===== src/rtl/vdp_vram_arb_if.sv =====
// VRAM arbiter bus: CPU and display request/ack ports plus the external SRAM pins.
// slave = arbiter side, master = requesters and SRAM side.
interface vdp_vram_arb_if;
    localparam int unsigned AW = 14;
    localparam int unsigned DW = 8;

    logic          vram_cpu_req;
    logic          vram_cpu_ack;
    logic          vram_cpu_wr;
    logic [AW-1:0] vram_cpu_a;
    logic [DW-1:0] vram_cpu_wdata;
    logic [DW-1:0] vram_cpu_rdata;

    logic          vram_disp_req;
    logic          vram_disp_ack;
    logic [AW-1:0] vram_disp_a;
    logic [DW-1:0] vram_disp_rdata;

    logic [AW-1:0] sram_a;
    logic [DW-1:0] sram_dout;
    logic [DW-1:0] sram_din;
    logic          sram_d_oe;
    logic          sram_ce_n;
    logic          sram_oe_n;
    logic          sram_we_n;

    modport slave (
        input  vram_cpu_req, vram_cpu_wr, vram_cpu_a, vram_cpu_wdata,
        output vram_cpu_ack, vram_cpu_rdata,
        input  vram_disp_req, vram_disp_a,
        output vram_disp_ack, vram_disp_rdata,
        output sram_a, sram_dout, sram_d_oe, sram_ce_n, sram_oe_n, sram_we_n,
        input  sram_din
    );

    modport master (
        output vram_cpu_req, vram_cpu_wr, vram_cpu_a, vram_cpu_wdata,
        input  vram_cpu_ack, vram_cpu_rdata,
        output vram_disp_req, vram_disp_a,
        input  vram_disp_ack, vram_disp_rdata,
        input  sram_a, sram_dout, sram_d_oe, sram_ce_n, sram_oe_n, sram_we_n,
        output sram_din
    );
endinterface


===== src/rtl/vdp_vram_arb.sv =====
// VRAM arbiter and async SRAM timing controller: IDLE -> SETUP -> STROBE x ACC_CYCLES -> ACK.
// Define VDP_VRAM_ARB_FAIR_EN to alternate grants when both requesters contend.
module vdp_vram_arb #(
    parameter int unsigned ACC_CYCLES = 2
) (
    input  logic           clk40m,
    input  logic           rst,
    vdp_vram_arb_if.slave  vram_bus
);
    localparam int unsigned AW = 14;
    localparam int unsigned DW = 8;
    localparam int unsigned CW = 4;

    typedef enum logic [1:0] {S_IDLE, S_SETUP, S_STROBE, S_ACK} state_e;

    state_e        state_q, state_d;
    logic [CW-1:0] cnt_q, cnt_d;
    logic          owner_q, owner_d;   // 1 = display
    logic          wr_q, wr_d;
    logic [AW-1:0] a_q, a_d;
    logic [DW-1:0] dout_q, dout_d;
    logic          d_oe_q, d_oe_d;
    logic          ce_n_q, ce_n_d;
    logic          oe_n_q, oe_n_d;
    logic          we_n_q, we_n_d;
    logic          cpu_ack_q, cpu_ack_d;
    logic          disp_ack_q, disp_ack_d;
    logic [DW-1:0] cpu_rdata_q, cpu_rdata_d;
    logic [DW-1:0] disp_rdata_q, disp_rdata_d;
    logic          req_any_c;
    logic          grant_disp_c;

`ifdef VDP_VRAM_ARB_FAIR_EN
    logic          last_disp_q;

    always_ff @(posedge clk40m or posedge rst) begin
        if (rst)                             last_disp_q <= 1'b0;
        else if (state_q == S_IDLE && req_any_c) last_disp_q <= grant_disp_c;
    end

    // CPU wins a contended grant right after a display grant
    always_comb begin
        req_any_c    = vram_bus.vram_cpu_req | vram_bus.vram_disp_req;
        grant_disp_c = vram_bus.vram_disp_req & ~(vram_bus.vram_cpu_req & last_disp_q);
    end
`else
    always_comb begin
        req_any_c    = vram_bus.vram_cpu_req | vram_bus.vram_disp_req;
        grant_disp_c = vram_bus.vram_disp_req;
    end
`endif

    always_ff @(posedge clk40m or posedge rst) begin
        if (rst) begin
            state_q <= S_IDLE;
            cnt_q   <= '0;
        end else begin
            state_q <= state_d;
            cnt_q   <= cnt_d;
        end
    end

    always_comb begin
        state_d = state_q;
        cnt_d   = cnt_q;
        unique case (state_q)
            S_IDLE:   if (req_any_c) state_d = S_SETUP;
            S_SETUP:  begin
                state_d = S_STROBE;
                cnt_d   = CW'(ACC_CYCLES - 1);
            end
            S_STROBE: begin
                if (cnt_q == '0) state_d = S_ACK;
                else             cnt_d   = cnt_q - CW'(1);
            end
            S_ACK:    state_d = S_IDLE;
            default:  state_d = S_IDLE;
        endcase
    end

    // Output registers are loaded from the state being entered, so pins change on the phase edge
    always_comb begin
        owner_d      = owner_q;
        wr_d         = wr_q;
        a_d          = a_q;
        dout_d       = dout_q;
        d_oe_d       = 1'b0;
        ce_n_d       = 1'b1;
        oe_n_d       = 1'b1;
        we_n_d       = 1'b1;
        cpu_ack_d    = 1'b0;
        disp_ack_d   = 1'b0;
        cpu_rdata_d  = cpu_rdata_q;
        disp_rdata_d = disp_rdata_q;

        if (state_q == S_IDLE && req_any_c) begin
            owner_d = grant_disp_c;
            wr_d    = ~grant_disp_c & vram_bus.vram_cpu_wr;
            a_d     = grant_disp_c ? vram_bus.vram_disp_a : vram_bus.vram_cpu_a;
            if (!grant_disp_c) dout_d = vram_bus.vram_cpu_wdata;
        end

        if (state_q == S_STROBE && state_d == S_ACK && !wr_q) begin
            if (owner_q) disp_rdata_d = vram_bus.sram_din;
            else         cpu_rdata_d  = vram_bus.sram_din;
        end

        unique case (state_d)
            S_SETUP:  begin
                ce_n_d = 1'b0;
                d_oe_d = wr_d;
            end
            S_STROBE: begin
                ce_n_d = 1'b0;
                d_oe_d = wr_q;
                oe_n_d = wr_q;
                we_n_d = ~wr_q;
            end
            S_ACK:    begin
                ce_n_d     = 1'b0;
                d_oe_d     = wr_q;
                cpu_ack_d  = ~owner_q;
                disp_ack_d = owner_q;
            end
            default:  ;
        endcase
    end

    always_ff @(posedge clk40m or posedge rst) begin
        if (rst) begin
            owner_q      <= 1'b1;
            wr_q         <= 1'b0;
            a_q          <= '0;
            dout_q       <= '0;
            d_oe_q       <= 1'b0;
            ce_n_q       <= 1'b1;
            oe_n_q       <= 1'b1;
            we_n_q       <= 1'b1;
            cpu_ack_q    <= 1'b0;
            disp_ack_q   <= 1'b0;
            cpu_rdata_q  <= '0;
            disp_rdata_q <= '0;
        end else begin
            owner_q      <= owner_d;
            wr_q         <= wr_d;
            a_q          <= a_d;
            dout_q       <= dout_d;
            d_oe_q       <= d_oe_d;
            ce_n_q       <= ce_n_d;
            oe_n_q       <= oe_n_d;
            we_n_q       <= we_n_d;
            cpu_ack_q    <= cpu_ack_d;
            disp_ack_q   <= disp_ack_d;
            cpu_rdata_q  <= cpu_rdata_d;
            disp_rdata_q <= disp_rdata_d;
        end
    end

    assign vram_bus.vram_cpu_ack    = cpu_ack_q;
    assign vram_bus.vram_cpu_rdata  = cpu_rdata_q;
    assign vram_bus.vram_disp_ack   = disp_ack_q;
    assign vram_bus.vram_disp_rdata = disp_rdata_q;
    assign vram_bus.sram_a          = a_q;
    assign vram_bus.sram_dout       = dout_q;
    assign vram_bus.sram_d_oe       = d_oe_q;
    assign vram_bus.sram_ce_n       = ce_n_q;
    assign vram_bus.sram_oe_n       = oe_n_q;
    assign vram_bus.sram_we_n       = we_n_q;
endmodule


===== src/flat_wrapper.sv =====
// flat-port wrapper written by rule: the top's interface ports become plain ports
module vdp_vram_arb_flat 
#(
    parameter int unsigned ACC_CYCLES = 2
)
  (clk40m, rst, vram_bus_vram_cpu_req, vram_bus_vram_cpu_wr, vram_bus_vram_cpu_a, vram_bus_vram_cpu_wdata, vram_bus_vram_cpu_ack, vram_bus_vram_cpu_rdata, vram_bus_vram_disp_req, vram_bus_vram_disp_a, vram_bus_vram_disp_ack, vram_bus_vram_disp_rdata, vram_bus_sram_a, vram_bus_sram_dout, vram_bus_sram_d_oe, vram_bus_sram_ce_n, vram_bus_sram_oe_n, vram_bus_sram_we_n, vram_bus_sram_din);
  vdp_vram_arb_if vram_bus_i ();
  input  logic clk40m;
  input  logic rst;
  input wire logic [$bits(vram_bus_i.vram_cpu_req)-1:0] vram_bus_vram_cpu_req;
  input wire logic [$bits(vram_bus_i.vram_cpu_wr)-1:0] vram_bus_vram_cpu_wr;
  input wire logic [$bits(vram_bus_i.vram_cpu_a)-1:0] vram_bus_vram_cpu_a;
  input wire logic [$bits(vram_bus_i.vram_cpu_wdata)-1:0] vram_bus_vram_cpu_wdata;
  output wire logic [$bits(vram_bus_i.vram_cpu_ack)-1:0] vram_bus_vram_cpu_ack;
  output wire logic [$bits(vram_bus_i.vram_cpu_rdata)-1:0] vram_bus_vram_cpu_rdata;
  input wire logic [$bits(vram_bus_i.vram_disp_req)-1:0] vram_bus_vram_disp_req;
  input wire logic [$bits(vram_bus_i.vram_disp_a)-1:0] vram_bus_vram_disp_a;
  output wire logic [$bits(vram_bus_i.vram_disp_ack)-1:0] vram_bus_vram_disp_ack;
  output wire logic [$bits(vram_bus_i.vram_disp_rdata)-1:0] vram_bus_vram_disp_rdata;
  output wire logic [$bits(vram_bus_i.sram_a)-1:0] vram_bus_sram_a;
  output wire logic [$bits(vram_bus_i.sram_dout)-1:0] vram_bus_sram_dout;
  output wire logic [$bits(vram_bus_i.sram_d_oe)-1:0] vram_bus_sram_d_oe;
  output wire logic [$bits(vram_bus_i.sram_ce_n)-1:0] vram_bus_sram_ce_n;
  output wire logic [$bits(vram_bus_i.sram_oe_n)-1:0] vram_bus_sram_oe_n;
  output wire logic [$bits(vram_bus_i.sram_we_n)-1:0] vram_bus_sram_we_n;
  input wire logic [$bits(vram_bus_i.sram_din)-1:0] vram_bus_sram_din;
  assign vram_bus_i.vram_cpu_req = vram_bus_vram_cpu_req;
  assign vram_bus_i.vram_cpu_wr = vram_bus_vram_cpu_wr;
  assign vram_bus_i.vram_cpu_a = vram_bus_vram_cpu_a;
  assign vram_bus_i.vram_cpu_wdata = vram_bus_vram_cpu_wdata;
  assign vram_bus_vram_cpu_ack = vram_bus_i.vram_cpu_ack;
  assign vram_bus_vram_cpu_rdata = vram_bus_i.vram_cpu_rdata;
  assign vram_bus_i.vram_disp_req = vram_bus_vram_disp_req;
  assign vram_bus_i.vram_disp_a = vram_bus_vram_disp_a;
  assign vram_bus_vram_disp_ack = vram_bus_i.vram_disp_ack;
  assign vram_bus_vram_disp_rdata = vram_bus_i.vram_disp_rdata;
  assign vram_bus_sram_a = vram_bus_i.sram_a;
  assign vram_bus_sram_dout = vram_bus_i.sram_dout;
  assign vram_bus_sram_d_oe = vram_bus_i.sram_d_oe;
  assign vram_bus_sram_ce_n = vram_bus_i.sram_ce_n;
  assign vram_bus_sram_oe_n = vram_bus_i.sram_oe_n;
  assign vram_bus_sram_we_n = vram_bus_i.sram_we_n;
  assign vram_bus_i.sram_din = vram_bus_sram_din;
  vdp_vram_arb #(.ACC_CYCLES(ACC_CYCLES)) u_core (.clk40m(clk40m), .rst(rst), .vram_bus(vram_bus_i));
endmodule

===== config.mk =====
export PLATFORM = sky130hd
export DESIGN_NAME = vdp_vram_arb_flat
export DESIGN_NICKNAME = d
export VERILOG_FILES = /design/src/rtl/vdp_vram_arb_if.sv /design/src/rtl/vdp_vram_arb.sv /design/src/flat_wrapper.sv
export SDC_FILE = /design/constraint.sdc
export NUM_CORES = 1
export LEC_CHECK = 0
export BUFFER_PORTS_ARGS = -buffer_cell sky130_fd_sc_hd__buf_2
export CORE_ASPECT_RATIO = 2
export CORE_UTILIZATION = 33
export CTS_BUF_LIST = sky130_fd_sc_hd__clkbuf_4 sky130_fd_sc_hd__clkbuf_8
export CTS_CLUSTER_SIZE = 28
export DETAILED_ROUTE_END_ITERATION = 6
export GPL_TIMING_DRIVEN = 1
export SYNTH_ARGS = -nofsm -noshare
export SYNTH_HDL_FRONTEND = slang
export SYNTH_SLANG_ARGS = --single-unit

===== constraint.sdc =====
create_clock -name clk40m -period 2.4 [get_ports clk40m]
set_clock_uncertainty 0.2 [all_clocks]
set_input_delay 0.48 -clock clk40m [delete_from_list [all_inputs] [get_ports clk40m]]
set_output_delay 0.48 -clock clk40m [all_outputs]
set_load 0.05 [all_outputs]

==> out/results.txt, run 1 <==
status -> finished, final reports clean
CTS Sinks -> 52
vias -> 1715
Final period util -> 0.942
R2R cell count -> 6
met2 usage -> 0.251
busiest grt layer -> met2
final setup TNS -> 0 ns
Worst EP required -> 2.39 ns
post-synthesis adder-cell area fraction -> 0.0274
grt ovf -> 0
area leader, netlist -> dfrtp_1
Hold Crit Class -> in2reg
Post-Syn Instances -> 183
grt met3 use -> 0.0291
top cell type's share of synthesized area -> 0.526
number of remaining DRC errors -> 0
postcts setup bufs -> 0
TritonCTS buffer count -> 5
cell area after synthesis -> 2280 µm²
Layout area overhead -> 30.6%
RSZ-0062 raised after global routing -> no
Critical Path Start Type -> flip-flop
DPL Wire Length -> 3590 µm
hold path startpoint -> vram_bus_vram_cpu_wdata[1]
syn_area_per_cell -> 12.5 µm²
synth unique cells -> 33
routed wire length -> 4550 µm
Die ar. -> 7280 µm²
Tmin final -> 2.26 ns
Worst Setup End Kind -> flip-flop
# setup viols final -> 0
Post-synth EDFFs -> 0
1st-iter DRT viols -> 67
drt pass-1 iters -> 4
Least-Margin Pin Slew -> 0.482 ns
Initial Util -> 0.342
# port buffers -> 92
post-synthesis compound-gate area fraction -> 0.0888
number of diodes -> 0
Synth Area in XOR/XNOR -> 0
drt via density -> 4.64
most frequent cell after synthesis -> dfrtp_1
hold depth -> 2
clk slew on worst S/H paths -> 0.10 ns
H-tree depth -> 2
io pins -> 93
MaxCap Viol Count -> 0
worst r2r src -> u_core.cnt_q[0]$_DFFE_PP0P_
Hold Path End -> u_core.vram_bus.sram_dout[1]$_DFFE_PP0P_
Core ar. -> 6670 µm²
Synth Flop Type -> dfrtp_1
Clk Latency, worst-skew pair -> 0.31 ns
WL per Instance -> 12.3 µm
FF-to-FF End -> u_core.vram_bus.vram_disp_rdata[0]$_DFFE_PP0P_
pin count of the biggest net entering global routing -> 32
wire length of the first global-routing pass -> 7520 µm
fraction of layout cells with a size suffix above 1 -> 0.489
aggregate global-route resource usage -> 0.138
crit path kind -> reg2reg
row count -> 42
Syn Nets -> 237
chip height -> 120 µm
vias in the first global route -> 1736
TritonCTS clock tree -> yes
synth top area cells -> dfrtp_1 53%, mux2_2 11%, mux2i_1 6.1%
sequential-to-total area share from yosys stat -> 0.572
maximum fanout along the worst path -> 8
largest family of logic cells by synthesized area -> multiplexers
Bufs on Longest Clock Path -> 2
setup slack, reg-to-reg -> 0.14 ns
multiplexer share of the synthesized area -> 0.180
Final nets -> 335
worst path arrival time -> 2.25 ns
Post-Synth Simple-Gate Area -> 0.106
root buffer cell -> clkbuf_8
max-slew violations -> 0
Final ANT Viol Nets -> 0
Yosys warnings -> 0
worst rel slew slack -> 0.677
Fmax -> 442 MHz
Die W -> 60.8 µm
M1 GR Usage -> 0.139
top cells by count, synth -> 48 x dfrtp_1, 23 x mux2_2, 21 x nand2_1
asr flop ratio synth -> 1.00
GPL Wtd Cong -> 0.688
Final Hold Vio Count -> 0
Min Hold Slack -> 0.196 ns
initial antenna violation count -> 0
Synth Register Bits -> 52
## final cells by class
| cell class | count | area (µm²) |
|---|---|---|
| multi-input cells | 116 | 921 |
| flip-flops and latches | 52 | 1310 |
| clock inverters | 2 | 13.8 |
| fillers | 681 | 3690 |
| well taps | 88 | 110 |
| repair buffers | 99 | 528 |
| inverters | 7 | 26.3 |
| clock buffers | 6 | 76.3 |
## metrics by stage
stage	worst slack, ns	instances	instance area (µm²)	util
6_report	0.140	370	2980	0.447
5_1_grt	0.0263	370	2980	0.447
4_1_cts	0.125	370	2980	0.447
3_5_place_dp	0.143	361	2880	0.432
3_3_place_gp	0.187	361	2880	0.432
2_1_floorplan	0.139	183	2280	-
## registers in the layout, indices dropped and copies added, names as in the netlist
register	count
u_core.vram_bus.sram_a	14
u_core.vram_bus.sram_dout	8
u_core.vram_bus.vram_cpu_rdata	8
u_core.vram_bus.vram_disp_rdata	8
u_core.cnt_q	4
u_core.state_q	2
u_core.owner_q	1
u_core.vram_bus.sram_ce_n	1
u_core.vram_bus.sram_d_oe	1
u_core.vram_bus.sram_oe_n	1
u_core.vram_bus.sram_we_n	1
u_core.vram_bus.vram_cpu_ack	1
u_core.vram_bus.vram_disp_ack	1
u_core.wr_q	1
## cell usage in the layout, fill, tap and decap left out, types with 2 or more instances in the layout
| cell | count |
|---|---|
| a21o_1 | 2 |
| nand3b_1 | 2 |
| nand4b_1 | 3 |
| mux2_2 | 23 |
| buf_4 | 5 |
| dfrtp_1 | 48 |
| nand2_1 | 21 |
| inv_1 | 6 |
| ha_1 | 5 |
| o21ai_0 | 19 |
| dfstp_2 | 4 |
| a211oi_4 | 2 |
| mux2i_1 | 14 |
| nand2b_1 | 3 |
| nor4_1 | 2 |
| nor2_1 | 4 |
| buf_2 | 92 |
| clkbuf_8 | 5 |
## per-layer routing
metal / wire length (µm) / part of all wire
met1: 1670 / 0.37
met2: 2580 / 0.57
met4: 138 / 0.030
met3: 167 / 0.037
met5: 0 / 0
## cell families after synthesis
| logic type | Yosys count |
|---|---|
| muxes | 38 |
| and+or+nand+nor | 43 |
| DFF | 52 |
| adders and majority gates | 5 |
| AOI/OAI and AO/OA | 30 |
| buffers and inverters | 15 |
## worst max-delay path by stage
stage | start | endpoint | slack, ns
5_1_grt | u_core.state_q[0]$_DFF_PP0_ | u_core.vram_bus.vram_cpu_rdata[1]$_DFFE_PP0P_ | 0.03
2_1_floorplan | u_core.state_q[0]$_DFF_PP0_ | u_core.vram_bus.vram_cpu_rdata[1]$_DFFE_PP0P_ | 0.14
3_5_place_dp | u_core.cnt_q[0]$_DFFE_PP0P_ | u_core.vram_bus.vram_disp_rdata[7]$_DFFE_PP0P_ | 0.14
4_1_cts | u_core.cnt_q[0]$_DFFE_PP0P_ | u_core.vram_bus.vram_disp_rdata[0]$_DFFE_PP0P_ | 0.13
6_report | u_core.cnt_q[0]$_DFFE_PP0P_ | u_core.vram_bus.vram_disp_rdata[0]$_DFFE_PP0P_ | 0.14
3_3_place_gp | u_core.cnt_q[0]$_DFFE_PP0P_ | u_core.vram_bus.vram_disp_rdata[7]$_DFFE_PP0P_ | 0.19
## critical path, stage by stage, from the launching register on
cell,delay [ns]
dfrtp_1,0.41
inv_1,0.08
ha_1,0.19
or3b_1,0.50
a211oi_4,0.23
buf_4,0.20
mux2_2,0.34
## repair_timing
item,in CTS,in global routing
hold buffers,1,0
gates resized for setup,0,0
endpoints found under the hold margin,21,0
Power of run 1 is left out: the tool's default activity adds up to more than one toggle a clock period on the data nets, which glitch-free logic cannot reach.
==> inputs of run 2 (changes only) <==
--- a/config.mk
+++ b/config.mk
@@ -5,12 +5,13 @@
 export SDC_FILE = /design/constraint.sdc
 export NUM_CORES = 1
 export LEC_CHECK = 0
-export BUFFER_PORTS_ARGS = -buffer_cell sky130_fd_sc_hd__buf_2
+export ABC_AREA = 1
 export CORE_ASPECT_RATIO = 2
 export CORE_UTILIZATION = 33
 export CTS_BUF_LIST = sky130_fd_sc_hd__clkbuf_4 sky130_fd_sc_hd__clkbuf_8
 export CTS_CLUSTER_SIZE = 28
 export DETAILED_ROUTE_END_ITERATION = 6
+export DONT_BUFFER_PORTS = 1
 export GPL_TIMING_DRIVEN = 1
 export SYNTH_ARGS = -nofsm -noshare
 export SYNTH_HDL_FRONTEND = slang
==> run 2 against run 1 <==
Register-to-register slack gained 0.25 ns. Die area up 1.1%. Hold slack got worse by 0.19 ns. Sequential cell count unchanged. Setup slack better by 0.25 ns. Synthesized cell count is 37% higher. Sequential share of layout area is 8.9 points higher. Via count shrank 1.5%. Non-clock buffer count decreased by 95. Area after synthesis grew 1.2%. Global-route usage rose by 1.8 points. Cell count fell by 7.8%.
==> out/results.txt, run 2 <==
max-slew violations -> 0
dpl cells -> 333
1st-iter DRT viols -> 26
sequential-to-total area share from yosys stat -> 0.566
Fmax -> 498 MHz
TritonCTS buffer count -> 5
max FFs per register -> 14
synth top area cells -> dfrtp_1 52%, nand2_1 16%, nand3_1 6.7%
Initial Util -> 0.346
io pins -> 93
MaxCap Viol Count -> 0
Least-Margin Pin Slew -> 0.648 ns
Synth Register Bits -> 52
pre-CTS setup slack -> 0.391 ns
Post-synth EDFFs -> 0
clk slew on worst S/H paths -> 0.11 ns
Post-DP Area -> 2380 µm²
worst r2r src -> u_core.state_q[0]$_DFF_PP0_
worst rel slew slack -> 0.568
Worst Setup End Kind -> flip-flop
aggregate global-route resource usage -> 0.156
highest layer used for signal routing -> met4
number of remaining DRC errors -> 0
Die ar. -> 7360 µm²
root buffer cell -> clkbuf_8
chip height -> 120 µm
routed wire length -> 5260 µm
Final ANT Viol Nets -> 0
met1 WL -> 1890 µm
fillers -> 696
CTS Sinks -> 52
Clk Latency, worst-skew pair -> 0.32 ns
Tmin final -> 2.01 ns
slowest CP cell -> dfrtp_1
area leader, netlist -> dfrtp_1
drt via density -> 4.95
Hold Crit Class -> in2async
Layout area overhead -> 7.20%
fraction of layout cells with a size suffix above 1 -> 0.123
synth unique cells -> 27
number of diodes -> 0
CP most frequent cell -> inv_1
CTS resizes -> 0
Worst EP required -> 2.40 ns
worst path arrival time -> 2.00 ns
R2R cell count -> 8
final worst setup slack -> 0.391 ns
WL per Instance -> 15.4 µm
Core ar. -> 6670 µm²
top cells by count, synth -> 97 x nand2_1, 48 x dfrtp_1, 31 x nand3_1
met3 WL post-DR -> 279 µm
pin count of the biggest net entering global routing -> 53
H-tree depth -> 2
DPL Wire Length -> 3860 µm
GPL Wtd Cong -> 0.823
most frequent cell after synthesis -> nand2_1
top cell type's share of synthesized area -> 0.520
commonest cells after routing, fill and taps aside -> 97 x nand2_1, 48 x dfrtp_1, 31 x nand3_1
most common cell after layout, fill and taps aside -> nand2_1
TritonCTS clock tree -> yes
vias in the first global route -> 1676
Die W -> 61.2 µm
setup slack, reg-to-reg -> 0.39 ns
Synth Flop Type -> dfrtp_1
Final nets -> 306
asr flop ratio synth -> 1.00
maximum fanout along the worst path -> 15
drt pass-1 iters -> 4
Final Hold Vio Count -> 0
initial antenna violation count -> 0
grt ovf -> 0
FF-to-FF End -> u_core.vram_bus.sram_a[12]$_DFFE_PP0N_
# port buffers -> 0
CP Cell Sequence -> inv_1, ha_1, inv_1, nor2_4, buf_4, inv_1, nand2_1, nand3_1
Syn Nets -> 305
Post-Syn Instances -> 251
crit path kind -> reg2reg
vias -> 1689
Critical Path Start Type -> flip-flop
final std cells w/o fill -> 341
RSZ-0062 raised after global routing -> no
final setup TNS -> 0 ns
Bufs on Longest Clock Path -> 2
# setup viols final -> 0
postcts setup bufs -> 0
Yosys warnings -> 0
syn_area_per_cell -> 9.20 µm²
Final period util -> 0.837
Post-CTS Hold Buffers -> 0
met2 WL -> 2810 µm
design area -> 2480 µm²
critical path's largest stage delay -> 0.40 ns
wire length of the first global-routing pass -> 8360 µm
status -> finished, final reports clean
row count -> 42
cell area after synthesis -> 2310 µm²
==> run 2: cell types whose count changed after synthesis, sizes merged, moves of 5 or more <==
cell,change
nor2,+5
o21ai,-17
mux2,-24
nand3,+30
mux2i,-13
inv,+8
nand2,+80
nand4,+18
==> run 2: worst max path at each step <==
stage	cells past startpoint	startpoint	slack (ns)	end
2_1_floorplan	1	rst	0.47	u_core.cnt_q[0]$_DFFE_PP0P_
3_3_place_gp	8	u_core.state_q[0]$_DFF_PP0_	0.42	u_core.vram_bus.sram_a[11]$_DFFE_PP0N_
3_5_place_dp	8	u_core.state_q[0]$_DFF_PP0_	0.39	u_core.vram_bus.sram_a[6]$_DFFE_PP0N_
4_1_cts	8	u_core.state_q[0]$_DFF_PP0_	0.36	u_core.vram_bus.sram_a[12]$_DFFE_PP0N_
5_1_grt	8	u_core.state_q[0]$_DFF_PP0_	0.25	u_core.vram_bus.sram_a[5]$_DFFE_PP0N_
6_report	8	u_core.state_q[0]$_DFF_PP0_	0.39	u_core.vram_bus.sram_a[12]$_DFFE_PP0N_
==> run 2: cell families after synthesis <==
family / Yosys count / share of synthesized area
flops: 52 / 0.566
buf+inv: 26 / 0.0558
fa+ha+maj: 5 / 0.0271
simple gates: 160 / 0.325
compound gates: 7 / 0.0222
mux: 1 / 0.00433
==> run 2: area by class of cell <==
class	instances	area [µm²]	area share
Clock buffer	5	68.8	0.0278
Inverter	16	61.3	0.0248
Timing Repair Buffer	4	30.0	0.0121
Clock inverter	3	25.0	0.0101
Multi-Input combinational cell	173	875	0.353
Tap cell	88	110	0.0445
Sequential cell	52	1310	0.528
==> run 2: per-layer routing <==
metal | vias to the layer above | global-route usage
met2 | 70 | 0.249
li1 | 811 | -
met1 | 793 | 0.173
met5 | - | 0
met4 | 0 | 0.107
met3 | 15 | 0.0406
==> run 2: metrics by stage <==
step,hold WS [ns],utilization
after floorplan,0.216,-
after global placement,0.262,0.357
after detailed placement,0.259,0.357
after CTS,0.0303,0.371
after global routing,0.0533,0.371
final,0.00747,0.371
==> run 2: worst max-delay path, delay by kind of cell, from the launching register on <==
kind                     cells  cell delay [ns]
AND/OR/NAND/NOR              3             0.42
flip-flops                   1             0.40
buffers and inverters        4             0.69
adder cells (fa/ha/maj)      1             0.17
Power of run 2 is left out for the same reason.
==> inputs of run 3 (changes only) <==
--- a/config.mk
+++ b/config.mk
@@ -5,7 +5,7 @@
 export SDC_FILE = /design/constraint.sdc
 export NUM_CORES = 1
 export LEC_CHECK = 0
-export ABC_AREA = 1
+export ABC_AREA = 0
 export CORE_ASPECT_RATIO = 2
 export CORE_UTILIZATION = 33
 export CTS_BUF_LIST = sky130_fd_sc_hd__clkbuf_4 sky130_fd_sc_hd__clkbuf_8
==> constraint.sdc (replaced) <==
create_clock -name clk40m -period 1.9 [get_ports clk40m]
set_clock_uncertainty 0.2 [all_clocks]
set_input_delay 0.38 -clock clk40m [delete_from_list [all_inputs] [get_ports clk40m]]
set_output_delay 0.38 -clock clk40m [all_outputs]
set_load 0.05 [all_outputs]
==> run 3 against run 2 <==
The run now ends with negative setup slack left. Critical path type unchanged. Register-to-register slack got worse by 0.55 ns. Critical endpoint is now u_core.vram_bus.sram_d_oe$_DFF_PP0_. First-iteration DRC count is 58% higher. Maximum frequency shrank 2.2%. Hold slack improved by 0.014 ns. Wire length shrank 6.0%. Via count shrank 7.5%.
==> out/results.txt, run 3 (synthesis results as in run 1) <==
hold depth -> 1
Tmin final -> 2.06 ns
fraction of layout cells with a size suffix above 1 -> 0.341
WL per Instance -> 15.5 µm
number of diodes -> 0
Post-DP Area -> 2540 µm²
drt pass-1 iters -> 4
Final nets -> 285
final worst setup slack -> -0.155 ns
status -> complete, but fails checks
Core Util, Final -> 0.445
drt via density -> 4.88
worst rel slew slack -> 0.344
initial antenna violation count -> 0
number of remaining DRC errors -> 0
crit path kind -> reg2reg
Core ar. -> 6670 µm²
TritonCTS clock tree -> yes
Final period util -> 1.08
# setup viols final -> 21
maximum fanout along the worst path -> 3
RSZ-0062 raised after global routing -> yes
most common cell after layout, fill and taps aside -> dfrtp_1
clk slew on worst S/H paths -> 0.10 ns
Worst Setup End Kind -> flip-flop
Worst EP required -> 1.94 ns
R2R cell count -> 8
vias -> 1562
row count -> 42
wire length of the first global-routing pass -> 7670 µm
MaxCap Viol Count -> 0
design area -> 2970 µm²
final setup TNS -> -2.99 ns
Die W -> 60.8 µm
Bufs on Longest Clock Path -> 2
Layout area overhead -> 30.2%
Critical Path Start Type -> flip-flop
fillers -> 649
io pins -> 93
TritonCTS buffer count -> 5
Initial Util -> 0.342
DPL Wire Length -> 3560 µm
H-tree depth -> 2
GPL Wtd Cong -> 0.727
Hold Crit Class -> in2reg
aggregate global-route resource usage -> 0.143
chip height -> 120 µm
Final Hold Vio Count -> 0
max-slew violations -> 0
1st-iter DRT viols -> 41
commonest cells after routing, fill and taps aside -> 48 x dfrtp_1, 26 x buf_4, 21 x nand2_1
max FFs per register -> 14
Final ANT Viol Nets -> 0
Fmax -> 487 MHz
vias in the first global route -> 1637
failing checks -> negative setup slack
# port buffers -> 0
routed wire length -> 4950 µm
root buffer cell -> clkbuf_8
worst path arrival time -> 2.10 ns
Least-Margin Pin Slew -> 0.984 ns
pin count of the biggest net entering global routing -> 32
CTS Sinks -> 52
Clk Latency, worst-skew pair -> 0.31 ns
grt ovf -> 0
Die ar. -> 7280 µm²
-- run 3: changes by cell type in the layout (fill, tap and decap cells not counted), moves of 8 or more --
cell | previous run | this run
buf_4 | 4 | 26
nand4_1 | 16 | 0
mux2i_1 | 1 | 14
mux2_2 | 0 | 8
inv_1 | 13 | 3
nand2_1 | 97 | 21
mux2_4 | 0 | 16
o21ai_0 | 2 | 19
dlygate4sd3_1 | 0 | 18
nand3_1 | 31 | 1
-- run 3: path summary, 6_finish.rpt --
kind                       slack [ns]                        start                                       end
setup / recovery                -0.16  u_core.cnt_q[1]$_DFFE_PP0P_       u_core.vram_bus.sram_d_oe$_DFF_PP0_
hold / removal                   0.02   vram_bus_vram_cpu_wdata[4]  u_core.vram_bus.sram_dout[4]$_DFFE_PP0P_
setup reg to reg                -0.16  u_core.cnt_q[1]$_DFFE_PP0P_       u_core.vram_bus.sram_d_oe$_DFF_PP0_
hold reg to reg                  0.30   u_core.owner_q$_DFFE_PP1N_                u_core.owner_q$_DFFE_PP1N_
max in group asynchronous        0.65                          rst       u_core.vram_bus.sram_oe_n$_DFF_PP1_
min in group asynchronous        0.28                          rst       u_core.vram_bus.sram_d_oe$_DFF_PP0_
-- run 3: critical path, cell delays in order, from the launching register on --
cell and delay (ns):
dfrtp_1 0.40, inv_2 0.08, ha_4 0.12, or3b_4 0.41, buf_4 0.15, buf_6 0.11, a211o_1 0.28, inv_2 0.08
a2bb2oi_2 0.15
-- run 3: layout make-up --
class | count | area [µm²] | share of cell area
Multi-Input combinational cell | 116 | 1010 | 0.339
Inverter | 7 | 26.3 | 0.00884
Timing Repair Buffer | 49 | 432 | 0.145
Sequential cell | 52 | 1310 | 0.439
Tap cell | 88 | 110 | 0.0370
Clock inverter | 3 | 22.5 | 0.00758
Clock buffer | 5 | 68.8 | 0.0231
-- run 3: layer usage --
layer	share of wire	vias to the layer above	track usage
li1	-	732	-
met1	0.33	765	0.135
met2	0.60	57	0.268
met3	0.047	8	0.0399
met4	0.023	0	0.0639
met5	0	-	0
-- run 3: metrics by stage --
stage / hold slack (ns) / instances / setup slack, ns
final: 0.0214 / 320 / -0.155
after global routing: 0.00499 / 320 / -0.213
after CTS: 0.0000468 / 304 / -0.181
after detailed placement: 0.0567 / 286 / -0.245
after global placement: 0.0530 / 286 / -0.213
after floorplan: 0.256 / 183 / -0.278
-- run 3: what timing repair did --
action                                 in CTS  in global routing
buffers inserted                            4                  4
endpoints found under the hold margin      18                 20
pin swaps                                   2                  2
setup endpoints to repair                  21                 30
hold buffers                                6                 12
gates resized for setup                    28                  1
Power of run 3 is left out for the same reason.
